### src/rtl/fifo_wr_arbiter.sv
// Round-robin arbiter sharing one fifo write port among 4 requesters, with bursts of up to BURST_LEN words.
// Optional per-requester word counters are enabled by defining FIFO_ARB_STATS_EN.
module fifo_wr_arbiter #(
  parameter int DATA_WIDTH = 32,
  parameter int BURST_LEN  = 4,
  parameter int CNT_WIDTH  = 16
) (
  input  logic                      clk,
  input  logic                      reset_n,
  input  logic [3:0]                req,
  input  logic [4*DATA_WIDTH-1:0]   req_data,
  output logic [3:0]                gnt,
  input  logic                      fifo_full,
  input  logic                      fifo_wr_err,
  output logic                      fifo_wr_en,
  output logic [DATA_WIDTH-1:0]     fifo_d_in,
  output logic [1:0]                owner,
  output logic                      busy,
  output logic                      err,
  output logic [4*CNT_WIDTH-1:0]    word_cnt
);

  localparam int BEAT_W = (BURST_LEN > 1) ? $clog2(BURST_LEN) : 1;
  localparam logic [BEAT_W-1:0] BEAT_LAST = BEAT_W'(BURST_LEN - 1);

  typedef enum logic [0:0] {
    ST_IDLE  = 1'b0,
    ST_BURST = 1'b1
  } state_t;

  state_t              r_state;
  state_t              w_state_nxt;
  logic [1:0]          r_owner;
  logic [1:0]          w_owner_nxt;
  logic [1:0]          r_last;
  logic [1:0]          w_last_nxt;
  logic [BEAT_W-1:0]   r_beat;
  logic [BEAT_W-1:0]   w_beat_nxt;
  logic                r_err;
  logic [2:0]          w_pick;
  logic [3:0]          w_gnt;
  logic [DATA_WIDTH-1:0] w_d_in;

  // Scan requesters starting just after the last owner; returns {valid, index}.
  function automatic logic [2:0] rr_pick(input logic [3:0] rq, input logic [1:0] lst);
    logic [1:0] idx;
    logic [2:0] res;
    res = 3'b000;
    for (int k = 1; k <= 4; k++) begin
      idx = lst + 2'(k);
      if (!res[2] && rq[idx]) begin
        res = {1'b1, idx};
      end else begin
        res = res;
      end
    end
    return res;
  endfunction

  // Candidate for the next burst.
  always_comb begin
    w_pick = rr_pick(req, r_last);
  end

  // State register and burst bookkeeping.
  always_ff @(posedge clk or negedge reset_n) begin
    if (!reset_n) begin
      r_state <= ST_IDLE;
      r_owner <= 2'd0;
      r_last  <= 2'd3;
      r_beat  <= '0;
    end else begin
      r_state <= w_state_nxt;
      r_owner <= w_owner_nxt;
      r_last  <= w_last_nxt;
      r_beat  <= w_beat_nxt;
    end
  end

  // Next-state logic.
  always_comb begin
    w_state_nxt = r_state;
    w_owner_nxt = r_owner;
    w_last_nxt  = r_last;
    w_beat_nxt  = r_beat;
    case (r_state)
      ST_IDLE: begin
        if (w_pick[2]) begin
          w_owner_nxt = w_pick[1:0];
          w_beat_nxt  = '0;
          w_state_nxt = ST_BURST;
        end else begin
          w_state_nxt = ST_IDLE;
        end
      end
      ST_BURST: begin
        if (!req[r_owner]) begin
          // Owner withdrew: end the burst without a transfer.
          w_last_nxt  = r_owner;
          w_state_nxt = ST_IDLE;
        end else if (fifo_full) begin
          w_state_nxt = ST_BURST;
        end else if (r_beat == BEAT_LAST) begin
          w_last_nxt  = r_owner;
          w_beat_nxt  = '0;
          w_state_nxt = ST_IDLE;
        end else begin
          w_beat_nxt  = r_beat + BEAT_W'(1);
        end
      end
      default: begin
        w_state_nxt = ST_IDLE;
      end
    endcase
  end

  // Output logic: grant and data follow the owner's request in the same cycle.
  always_comb begin
    w_gnt  = 4'b0000;
    w_d_in = '0;
    if (r_state == ST_BURST) begin
      w_gnt[r_owner] = req[r_owner] & ~fifo_full;
      if (w_gnt[r_owner]) begin
        w_d_in = req_data[int'(r_owner)*DATA_WIDTH +: DATA_WIDTH];
      end else begin
        w_d_in = '0;
      end
    end else begin
      w_gnt = 4'b0000;
    end
  end

  // Sticky write-error flag.
  always_ff @(posedge clk or negedge reset_n) begin
    if (!reset_n) begin
      r_err <= 1'b0;
    end else begin
      r_err <= r_err | fifo_wr_err;
    end
  end

  assign gnt        = w_gnt;
  assign fifo_wr_en = |w_gnt;
  assign fifo_d_in  = w_d_in;
  assign owner      = r_owner;
  assign busy       = (r_state == ST_BURST);
  assign err        = r_err;

`ifdef FIFO_ARB_STATS_EN
  localparam logic [CNT_WIDTH-1:0] CNT_MAX = {CNT_WIDTH{1'b1}};
  logic [CNT_WIDTH-1:0] r_cnt [4];

  // Saturating per-requester transferred-word counters.
  always_ff @(posedge clk or negedge reset_n) begin
    if (!reset_n) begin
      for (int i = 0; i < 4; i++) begin
        r_cnt[i] <= '0;
      end
    end else begin
      for (int i = 0; i < 4; i++) begin
        if (w_gnt[i] && (r_cnt[i] != CNT_MAX)) begin
          r_cnt[i] <= r_cnt[i] + CNT_WIDTH'(1);
        end else begin
          r_cnt[i] <= r_cnt[i];
        end
      end
    end
  end

  for (genvar g = 0; g < 4; g++) begin : g_cnt
    assign word_cnt[g*CNT_WIDTH +: CNT_WIDTH] = r_cnt[g];
  end
`else
  assign word_cnt = '0;
`endif

endmodule

### config.mk
export PLATFORM = sky130hd
export DESIGN_NAME = fifo_wr_arbiter
export DESIGN_NICKNAME = d
export VERILOG_FILES = /design/src/rtl/fifo_wr_arbiter.sv
export SDC_FILE = /design/constraint.sdc
export NUM_CORES = 1
export LEC_CHECK = 0
export ABC_AREA = 1
export ABC_CLOCK_PERIOD_IN_PS = 3100
export BUFFER_PORTS_ARGS = -buffer_cell sky130_fd_sc_hd__buf_2
export CORE_AREA = 2 2 93 95
export CTS_CLUSTER_DIAMETER = 100
export CTS_CLUSTER_SIZE = 20
export DETAILED_ROUTE_END_ITERATION = 10
export DIE_AREA = 0 0 95 97
export GPL_TIMING_DRIVEN = 0
export HOLD_SLACK_MARGIN = 0.15
export PLACE_DENSITY = 0.69
export SLEW_MARGIN = 20
export SYNTH_ARGS = -nofsm -noshare
export SYNTH_HDL_FRONTEND = slang
export SYNTH_SLANG_ARGS = --single-unit
### constraint.sdc
create_clock -name clk -period 3.1 [get_ports clk]
set_input_delay 0.465 -clock clk [delete_from_list [all_inputs] [get_ports clk]]
set_output_delay 0.465 -clock clk [all_outputs]
set_load 0.005 [all_outputs]
==> results of run 1 <==
==> worst max-delay path, delay by kind of cell, from the launching register on <==
| family | cells | cell delay [ns] |
|---|---|---|
| flip-flops | 1 | 0.41 |
| buffers and inverters | 3 | 0.83 |
| AND/OR/NAND/NOR | 1 | 0.18 |
| AO/OA/AOI/OAI | 2 | 0.44 |
==> cells in the final DEF (no fill, tap or decap), types with 6 or more instances in the layout <==
cell type,n
sky130_fd_sc_hd__dfrtp_1,6
sky130_fd_sc_hd__nor2_2,11
sky130_fd_sc_hd__a221oi_1,20
sky130_fd_sc_hd__clkbuf_1,10
sky130_fd_sc_hd__nor2_1,17
sky130_fd_sc_hd__nand2_1,101
sky130_fd_sc_hd__inv_1,14
sky130_fd_sc_hd__buf_4,66
sky130_fd_sc_hd__a31oi_1,12
sky130_fd_sc_hd__nand3_1,45
sky130_fd_sc_hd__a22oi_1,12
sky130_fd_sc_hd__buf_2,182
sky130_fd_sc_hd__conb_1,64
==> cell families (layout without fill, tap and decap cells) <==
logic type	Yosys count	in the layout	synth area share
and+or+nand+nor	185	185	0.394
buffers and inverters	103	284	0.322
AOI/OAI and AO/OA	48	48	0.178
DFF	8	8	0.0976
adders and majority gates	1	1	0.00603
other	1	64	0.00181
==> per-layer routing <==
layer	track usage	up-vias	routed length (µm)
met5	0	-	0
met4	0.0290	0	54
met3	0.0202	4	769
met2	0.338	152	4480
met1	0.205	1289	3520
li1	-	1529	-
==> report_power, final <==
part	total [W]	switching, W	internal, W
Clock	0.000137	0.0000478	0.0000897
Combinational	0.00171	0.00107	0.000644
Sequential	0.000200	0.0000450	0.000155
Total	0.00205	0.00116	0.000889
==> layout make-up <==
type | instances | area (µm²) | share of cell area
Buffer | 86 | 606 | 0.179
Clock buffer | 4 | 45.0 | 0.0133
Inverter | 17 | 63.8 | 0.0189
Multi-Input combinational cell | 298 | 1440 | 0.426
Sequential cell | 8 | 203 | 0.0600
Tap cell | 105 | 131 | 0.0389
Timing Repair Buffer | 177 | 891 | 0.264
==> worst max path at each step <==
stage,endpoint
CTS,fifo_d_in[21]
global route,fifo_d_in[28]
finish,fifo_d_in[21]
detailed placement,fifo_d_in[21]
floorplan,fifo_d_in[24]
global placement,fifo_d_in[21]
==> stage by stage <==
stage          worst slack [ns]  hold slack [ns]  std cells  area, µm²
2_1_floorplan              1.19            0.169        409       2310
3_3_place_gp              0.809            0.312        690       3320
3_5_place_dp              0.777            0.313        690       3320
4_1_cts                   0.514            0.425        695       3380
5_1_grt                   0.386            0.431        695       3380
6_report                  0.538            0.424        695       3380
==> state kept, by name, summed over array words and instances, names as in the netlist <==
register,flops
busy,1
owner,2
r_beat,2
r_last,2
err,1
==> timing repair <==
action | in CTS | in global routing
buffers inserted | 0 | 0
endpoints found under the hold margin | 6 | 0
hold buffers | 1 | 0
==> Implementation_results.wiki, run 1 <==
{| class="wikitable"
! Metric !! Value
|-
| Outcome || finished clean
|-
| Average wire per cell in the routed design || 12.7 µm
|-
| Type of the setup path with the least slack || reg2out
|-
| Hold/Removal Path Class || in2reg
|-
| Largest fanout on the critical path || 10
|-
| Skew-Pair Late Insertion Delay || 0.24 ns
|-
| Buffers on Ports || 176
|-
| Minimum period implied by the final worst setup slack || 2.56 ns
|-
| Hold violation count in the final report || 0
|-
| Most numerous cell in the Yosys netlist || sky130_fd_sc_hd__nand2_1
|-
| Routability congestion estimate || 0.804
|-
| Setup-failing EPs final || 0
|-
| Number of resized instances in the post-cts repair step || 0
|-
| Wire length of the first global-routing pass || 13.0 mm
|-
| Power after layout || 0.00205 W
|-
| Cell count of the worst reg-to-reg path || 12
|-
| Antenna violations before repair || 0
|-
| Iter 0 DRT Violations || 78
|-
| Number of nets in the final layout || 728
|-
| Post-synthesis average cell area || approximately 6 µm²
|-
| # clock sinks || 8
|-
| Kind of start point of the critical path || register
|-
| Hold wc startpoint || fifo_wr_err
|-
| Vias in the first global route || roughly 2700
|-
| Critical path data arrival time || 2.10 ns
|-
| Worst hold path endpoint || err$_DFF_PN0_
|-
| Fin crit share || 0.826
|-
| Tightest Pin Transition || 0.633 ns
|-
| DRC violations left || 0
|-
| Data required time of the critical path || 2.63 ns
|-
| CP peak stage delay || 0.52 ns
|-
| Count of standard-cell rows || 33
|-
| N_diodes || 0
|-
| Number of buffers created by CTS || 3
|-
| Layout overhead on the synthesized area || 62.8%
|-
| Cells on Worst Hold Path || 2
|-
| Reg2reg end || owner[1]$_DFFE_PN0P_
|-
| Die Span Y || 97 µm
|-
| Placeable core area || 0.00813 mm²
|-
| Worst ir drop on vdd || 0.442 mV
|-
| Critical path endpoint category || output pin
|-
| Leading area contributor after synthesis || sky130_fd_sc_hd__buf_4
|-
| Relative slew slack || 0.578
|-
| Number of nets still failing antenna checks after routing || 0
|-
| Die Span X || 95 µm
|-
| Share of the synthesized area in the top cell type || 0.239
|-
| Total power per unit cell area || around 600 mW/mm²
|-
| Global router's overall resource usage || 0.175
|-
| Aggregate routed wire length || 8.82 mm
|-
| Number of violations of the max-capacitance limit || 0
|-
| Worst reg2reg setup slack || 1.34 ns
|-
| Number of H-tree levels || 1
|-
| Finished Core Util || 0.415
|-
| Series of cell instances along the critical path || buf_6 -> nor2_4 -> clkbuf_1 -> a22oi_1 -> a31oi_1 -> buf_2
|-
| Initial Utilization || 0.255
|-
| Number of library cell types mapped by synthesis || 29
|-
| Maximum clock path buffer count || 2
|-
| Unrepaired setup endpoints after global routing || false
|-
| Number of synthesis warnings || 0
|-
| Io pins || between 200 and 250
|-
| Cell types with the highest counts after synthesis || sky130_fd_sc_hd__nand2_1, sky130_fd_sc_hd__buf_4, sky130_fd_sc_hd__nand3_1
|-
| Max Freq || 390 MHz
|-
| Synthesized flop and latch total || 8
|-
| CTS tree || yes
|-
| Detailed-routing iteration count for the pre-antenna-repair pass || 4
|-
| Filler instances || 879
|-
| Remaining Overflow, GRT || 0
|-
| Synth async-reset ratio || 1.00
|-
| Clock-pin slew on the worst setup and hold paths || 0.05 ns
|-
| Synthesized netlist cell count || 346
|-
| Final count of pins violating max slew || 0
|-
| Routed via count divided by cell count || 4.28
|-
| R2r startpoint || r_last[0]$_DFFE_PN1P_
|-
| Total negative setup slack || 0 ns
|-
| Post-Syn Area || 0.00208 mm²
|-
| Slowest CP cell || sky130_fd_sc_hd__clkbuf_1
|-
| Area contributors post-synth || sky130_fd_sc_hd__buf_4, sky130_fd_sc_hd__nand2_1, sky130_fd_sc_hd__nand3_1
|-
| Clock Root Buffer || sky130_fd_sc_hd__clkbuf_8
|-
| Main flop type after synthesis || sky130_fd_sc_hd__dfrtp_1
|-
| Worst clock skew on the final layout || 0.0107 ns
|-
| Largest net degree at the start of global routing || 11
|-
| Leakage power || 2.08 nW
|-
| Total via count after detailed routing || just under 3000
|-
| EDFF count, synth || 0
|-
| Total die area || roughly 0.0092 mm²
|-
| Worst Setup SP || owner[1]$_DFFE_PN0P_
|-
| Proportion of synthesized chip area in sequential cells || 0.0976
|-
| Share of layout cells above drive strength 1 || 0.469
|-
| Post-DP HPWL || ~7.5 mm
|}
Power figures use the tool's default switching activity.
==> inputs of run 2 (changes only) <==
--- a/config.mk
+++ b/config.mk
@@ -6,16 +6,16 @@
 export NUM_CORES = 1
 export LEC_CHECK = 0
 export ABC_AREA = 1
-export ABC_CLOCK_PERIOD_IN_PS = 3100
+export ABC_CLOCK_PERIOD_IN_PS = 2200
 export BUFFER_PORTS_ARGS = -buffer_cell sky130_fd_sc_hd__buf_2
-export CORE_AREA = 2 2 93 95
+export CORE_ASPECT_RATIO = 0.5
+export CORE_UTILIZATION = 31
 export CTS_CLUSTER_DIAMETER = 100
 export CTS_CLUSTER_SIZE = 20
 export DETAILED_ROUTE_END_ITERATION = 10
-export DIE_AREA = 0 0 95 97
 export GPL_TIMING_DRIVEN = 0
 export HOLD_SLACK_MARGIN = 0.15
-export PLACE_DENSITY = 0.69
+export PLACE_DENSITY = 0.83
 export SLEW_MARGIN = 20
 export SYNTH_ARGS = -nofsm -noshare
 export SYNTH_HDL_FRONTEND = slang
==> constraint.sdc (replaced) <==
create_clock -name clk -period 2.2 [get_ports clk]
set_input_delay 0.33 -clock clk [delete_from_list [all_inputs] [get_ports clk]]
set_output_delay 0.33 -clock clk [all_outputs]
set_load 0.005 [all_outputs]
==> Implementation_results.wiki, run 2 (synthesis gave the netlist of run 1 again) <==
{| class="wikitable"
! Metric !! Value
|-
| Power after layout || 0.00365 W
|-
| Fin crit share || 1.01
|-
| Finished Core Util || 0.603
|-
| Number of violations of the max-capacitance limit || 0
|-
| Leading cell type in the layout, fill and taps excluded || sky130_fd_sc_hd__buf_2
|-
| Data required time of the critical path || 1.87 ns
|-
| Worst ir drop on vdd || about 0.5 mV
|-
| Routability congestion estimate || 0.879
|-
| Kind of start point of the critical path || register
|-
| Die Span X || 118 µm
|-
| Maximum clock path buffer count || 2
|-
| Number of nets still failing antenna checks after routing || 0
|-
| Io pins || 241
|-
| CP peak stage delay || 0.40 ns
|-
| Count of standard-cell rows || 20
|-
| Min Hold Slack || between 0.2 and 0.3 ns
|-
| Hold/Removal Path Class || in2reg
|-
| Fin worst setup slack || -0.0293 ns
|-
| Buffering stage count on the worst path with inverters included || 4
|-
| Most frequent cells in the layout || sky130_fd_sc_hd__buf_2, sky130_fd_sc_hd__nand2_1, sky130_fd_sc_hd__buf_4, sky130_fd_sc_hd__conb_1, sky130_fd_sc_hd__nand3_1
|-
| Number of buffers created by CTS || 3
|-
| Layout overhead on the synthesized area || 81.7%
|-
| Number of nets in the final layout || 746
|-
| Placeable core area || 0.00626 mm²
|-
| Failing checks || setup timing
|-
| Share of layout cells above drive strength 1 || 0.529
|-
| Outcome || finished, violations left
|-
| Final count of pins violating max slew || 0
|-
| Leakage power || between 2 and 2.5 nW
|-
| Clock Root Buffer || sky130_fd_sc_hd__clkbuf_16
|-
| Routed via count divided by cell count || 4.68
|-
| Average wire per cell in the routed design || between 10 and 15 µm
|-
| Buffers on Ports || around 180
|-
| # clock sinks || 8
|-
| Total power per unit cell area || 967 mW/mm²
|-
| Unrepaired setup endpoints after global routing || true
|-
| Detailed-routing iteration count for the pre-antenna-repair pass || 6
|-
| Number of H-tree levels || 1
|-
| Remaining Overflow, GRT || 0
|-
| Largest fanout on the critical path || 5
|-
| CTS tree || yes
|-
| Clock-pin slew on the worst setup and hold paths || roughly 0.04 ns
|-
| Die Span Y || 59.9 µm
|-
| Critical path data arrival time || between 1.5 and 2 ns
|-
| Series of cell instances along the critical path || buf_6 -> nor2_4 -> nand2_2 -> nand2_4 -> nor2_4 -> nor2_4 -> nand2_4 -> buf_8 -> clkbuf_16 -> nor2_4 -> buf_2
|-
| Minimum period implied by the final worst setup slack || 2.23 ns
|-
| Max Freq || ~450 MHz
|-
| Type of the setup path with the least slack || reg2out
|-
| Slowest CP cell || sky130_fd_sc_hd__dfrtp_1
|-
| Antenna violations before repair || 0
|-
| Crit-path most repeated cell || sky130_fd_sc_hd__nor2_4
|-
| N_diodes || 0
|-
| DRC violations left || 0
|-
| Worst clock skew on the final layout || 0.00116 ns
|-
| Hold violation count in the final report || 0
|-
| Vias in the first global route || approximately 2500
|-
| Skew-Pair Late Insertion Delay || 0.23 ns
|-
| Category of cells accounting for the largest share of critical-path delay || simple AND/OR/NAND/NOR gates
|-
| Global router's overall resource usage || 0.232
|-
| Setup-failing EPs final || 6
|-
| Total die area || 0.00705 mm²
|-
| Total via count after detailed routing || roughly 3300
|-
| Initial Utilization || 0.332
|-
| Wire length of the first global-routing pass || 12.8 mm
|-
| Post-DP HPWL || between 7 and 8 mm
|-
| Critical path endpoint category || output pin
|-
| Iter 0 DRT Violations || 235
|-
| Largest net degree at the start of global routing || 11
|-
| Aggregate routed wire length || approximately 9.6 mm
|}
-- run 2: cell type report --
| class | count | area, µm² |
|---|---|---|
| plain buffers | 84 | 634 |
| inverters | 17 | 63.8 |
| clock buffers | 3 | 75.1 |
| well taps | 88 | 110 |
| flip-flops and latches | 8 | 203 |
| repair buffers | 197 | 1080 |
| multi-input cells | 298 | 1600 |
| fillers | 623 | 2480 |
-- run 2: power by group --
part / switching [W] / leakage, nW / internal, W
logic: 0.00178 / 2.15 / 0.00128
registers: 0.0000653 / 0.0926 / 0.000219
clock network: 0.0000703 / 0.0370 / 0.000234
total: 0.00192 / 2.28 / 0.00173
-- run 2: layer usage --
layer | vias up | share of wire | GRT usage
met5 | - | 0 | 0
met4 | 0 | 0.016 | 0.0495
met3 | 27 | 0.095 | 0.0429
met2 | 200 | 0.49 | 0.384
met1 | 1461 | 0.40 | 0.317
li1 | 1566 | - | -
-- run 2: repair_timing --
| action | CTS | global route |
|---|---|---|
| hold buffers | 1 | 0 |
| setup endpoints to repair | 36 | 37 |
| pin swaps | 2 | 16 |
| gates resized for setup | 11 | 48 |
| setup buffers | 7 | 11 |
| endpoints found under the hold margin | 6 | 0 |
| cloned | 0 | 2 |
-- run 2: path summary, 6_finish.rpt --
| check | startpoint | end | slack, ns | cells past startpoint |
|---|---|---|---|---|
| max | owner[1]$_DFFE_PN0P_ | gnt[3] | -0.03 | 11 |
| min | fifo_wr_err | err$_DFF_PN0_ | 0.29 | 2 |
| max reg2reg | r_last[0]$_DFFE_PN1P_ | owner[1]$_DFFE_PN0P_ | 0.38 | 12 |
| min reg2reg | err$_DFF_PN0_ | err$_DFF_PN0_ | 0.47 | 1 |
| max in group asynchronous | reset_n | r_last[0]$_DFFE_PN1P_ | 1.47 | 2 |
| min in group asynchronous | reset_n | err$_DFF_PN0_ | 0.48 | 2 |
-- run 2: metrics by stage --
stage	instances	worst slack (ns)	instance area, µm²	TNS (ns)
finish	695	-0.0293	3770	-0.0883
global route	695	-0.0805	3770	-1.16
CTS	684	-0.0298	3470	-0.0538
detailed placement	673	0.0222	3300	0
global placement	673	0.0101	3300	0
floorplan	409	0.424	2310	0
==> inputs of run 3 (changes only) <==
==> constraint.sdc (replaced) <==
create_clock -name clk -period 2.2 [get_ports clk]
set_input_delay 0.11 -clock clk [delete_from_list [all_inputs] [get_ports clk]]
set_output_delay 0.11 -clock clk [all_outputs]
set_load 0.005 [all_outputs]
==> Implementation_results.wiki, run 3 (synthesis gave the netlist of run 1 again) <==
{| class="wikitable"
! Metric !! Value
|-
| Unrepaired setup endpoints after global routing || false
|-
| Cell Int Power || about 0.0014 W
|-
| Count of standard-cell rows || 20
|-
| Routability congestion estimate || a little under 0.9
|-
| Total die area || 0.00705 mm²
|-
| Data required time of the critical path || about 2.1 ns
|-
| Antenna violations before repair || 0
|-
| Initial Utilization || 0.332
|-
| Worst clock skew on the final layout || 0.000128 ns
|-
| Final non-filler cell area || 0.00344 mm²
|-
| Cell area reported after detailed placement || 0.00330 mm²
|-
| Outcome || finished clean
|-
| Part of the power in combinational logic || 0.810
|-
| Average wire per cell in the routed design || 13.1 µm
|-
| Series of cell instances along the critical path || inv_2 -> nand2_1 -> inv_1 -> clkbuf_1 -> a22oi_1 -> a31oi_1 -> buf_2
|-
| Vias in the first global route || 2478
|-
| Detailed-routing iteration count for the pre-antenna-repair pass || 5
|-
| Post-DP HPWL || 7.37 mm
|-
| Sequential fraction of design power || 0.092
|-
| Power after layout || 0.00307 W
|-
| DRC violations left || 0
|-
| Reg2reg end || owner[1]$_DFFE_PN0P_
|-
| Max Freq || approximately 480 MHz
|-
| Worst reg2reg setup slack || 0.41 ns
|-
| Total power per unit cell area || between 800 and 900 mW/mm²
|-
| Number of nets still failing antenna checks after routing || 0
|-
| Most frequent cells in the layout || sky130_fd_sc_hd__buf_2, sky130_fd_sc_hd__nand2_1, sky130_fd_sc_hd__buf_4, sky130_fd_sc_hd__conb_1, sky130_fd_sc_hd__nand3_1
|-
| Switching power of the nets || 0.00167 W
|-
| CTS tree || yes
|-
| Worst hold path endpoint || r_beat[0]$_DFFE_PN0P_
|-
| # clock sinks || 8
|-
| Hold violation count in the final report || 0
|-
| Critical path endpoint category || output pin
|-
| Buffers on Ports || 176
|-
| Skew-Pair Late Insertion Delay || approximately 0.23 ns
|-
| Hold wc startpoint || fifo_full
|-
| Wire length of the first global-routing pass || 12.7 mm
|-
| Global router's overall resource usage || 0.230
|-
| CP peak stage delay || between 0.4 and 0.5 ns
|-
| Leading cell type in the layout, fill and taps excluded || sky130_fd_sc_hd__buf_2
|-
| Relative slew slack || 0.639
|-
| Number of violations of the max-capacitance limit || 0
|-
| Slowest CP cell || sky130_fd_sc_hd__clkbuf_1
|-
| Switching power share of the total || 0.544
|-
| Final count of pins violating max slew || 0
|-
| Share of layout cells above drive strength 1 || 0.480
|-
| Die Span Y || 59.9 µm
|-
| Total area of multi-input combinational cells || 0.00146 mm²
|-
| Placeable core area || 0.00626 mm²
|-
| Clock-pin slew on the worst setup and hold paths || 0.04 ns
|-
| Minimum period implied by the final worst setup slack || 2.09 ns
|-
| Leakage power || roughly 2.1 nW
|-
| Cells on Worst Hold Path || 4
|-
| Total via count after detailed routing || 3086
|-
| Maximum clock path buffer count || 2
|-
| Fin crit share || 0.949
|-
| Storage element area || 203 µm²
|-
| Clock Root Buffer || sky130_fd_sc_hd__clkbuf_16
|-
| Kind of start point of the critical path || register
|-
| Hold/Removal Path Class || in2reg
|-
| Number of H-tree levels || 1
|-
| Filler instances || 662
|-
| Number of buffers created by CTS || 3
|-
| Tightest Pin Transition || roughly 0.54 ns
|-
| Number of nets in the final layout || 731
|-
| Critical path data arrival time || 1.98 ns
|-
| Worst ir drop on vdd || 0.417 mV
|-
| Largest fanout on the critical path || 10
|-
| Routed via count divided by cell count || between 4 and 5
|-
| Aggregate routed wire length || 8.93 mm
|-
| Total negative setup slack || 0 ns
|-
| Largest net degree at the start of global routing || 11
|-
| Remaining Overflow, GRT || 0
|-
| Setup-failing EPs final || 0
|-
| Die Span X || about 120 µm
|-
| Type of the setup path with the least slack || reg2out
|-
| Layout overhead on the synthesized area || 65.6%
|-
| Iter 0 DRT Violations || 226
|-
| Cell count of the worst reg-to-reg path || 12
|-
| R2r startpoint || r_last[0]$_DFFE_PN1P_
|-
| Io pins || 241
|-
| Clock power frac || 0.098
|-
| N_diodes || 0
|}
run 3: cell types whose count changed in the layout (fill, tap and decap cells not counted), sizes merged:
| cell | previous run | this run |
|---|---|---|
| dlygate4sd1 | 0 | 1 |
| dlygate4sd3 | 1 | 2 |
| clkbuf | 11 | 12 |
| buf | 272 | 254 |
run 3: repair_timing:
item | CTS | global route
resized for setup | 1 | 10
hold buffers | 2 | 0
endpoints found under the hold margin | 9 | 0
setup buffers | 0 | 2
setup endpoints to repair | 1 | 25
pin swaps | 0 | 2
run 3: routing by layer:
metal,part of all wire,up-vias,track usage
met5,0,-,0
met4,0.0056,0,0.0403
met3,0.089,8,0.0420
met2,0.49,159,0.381
met1,0.42,1383,0.318
li1,-,1536,-
run 3: stage by stage:
step | setup WS [ns] | util | hold slack, ns | std cells
floorplan | 0.644 | - | -0.186 | 409
global placement | 0.230 | 0.528 | -0.0446 | 673
detailed placement | 0.242 | 0.528 | -0.0397 | 673
CTS | 0.0232 | 0.544 | 0.225 | 678
global route | 0.0206 | 0.549 | 0.258 | 680
finish | 0.112 | 0.549 | 0.218 | 680
run 3: how the worst max path moves through the flow:
stage                                    start       endpoint  slack (ns)
after floorplan           owner[0]$_DFFE_PN0P_  fifo_d_in[24]        0.64
after CTS                 owner[0]$_DFFE_PN0P_  fifo_d_in[27]        0.02
after global routing      owner[1]$_DFFE_PN0P_  fifo_d_in[21]        0.02
after detailed placement  owner[0]$_DFFE_PN0P_  fifo_d_in[27]        0.24
after global placement    owner[0]$_DFFE_PN0P_  fifo_d_in[27]        0.23
final                     owner[1]$_DFFE_PN0P_  fifo_d_in[26]        0.11
run 3: layout make-up:
type                       count  area share
sequential                     8      0.0590
buffer                        86       0.178
tap                           88      0.0320
inverter                      17      0.0186
clock buffer                   3      0.0218
multi-input combinational    298       0.424
timing repair buffer         180       0.266
run 3: power by group through the flow:
stage	clock network, W	registers (W)	logic, W
after detailed placement	0	0.000280	0.00239
after floorplan	0	0.000273	0.00166
after global placement	0	0.000275	0.00236
after global routing	0.000317	0.000288	0.00275
after CTS	0.000307	0.000280	0.00241
final	0.000302	0.000281	0.00249
run 3: worst max-delay path: cells and delay by family (launching register included):
family | cells | cell delay, ns
AOI/OAI and AO/OA | 2 | 0.41
DFF | 1 | 0.40
buffers and inverters | 4 | 0.82
and+or+nand+nor | 1 | 0.12
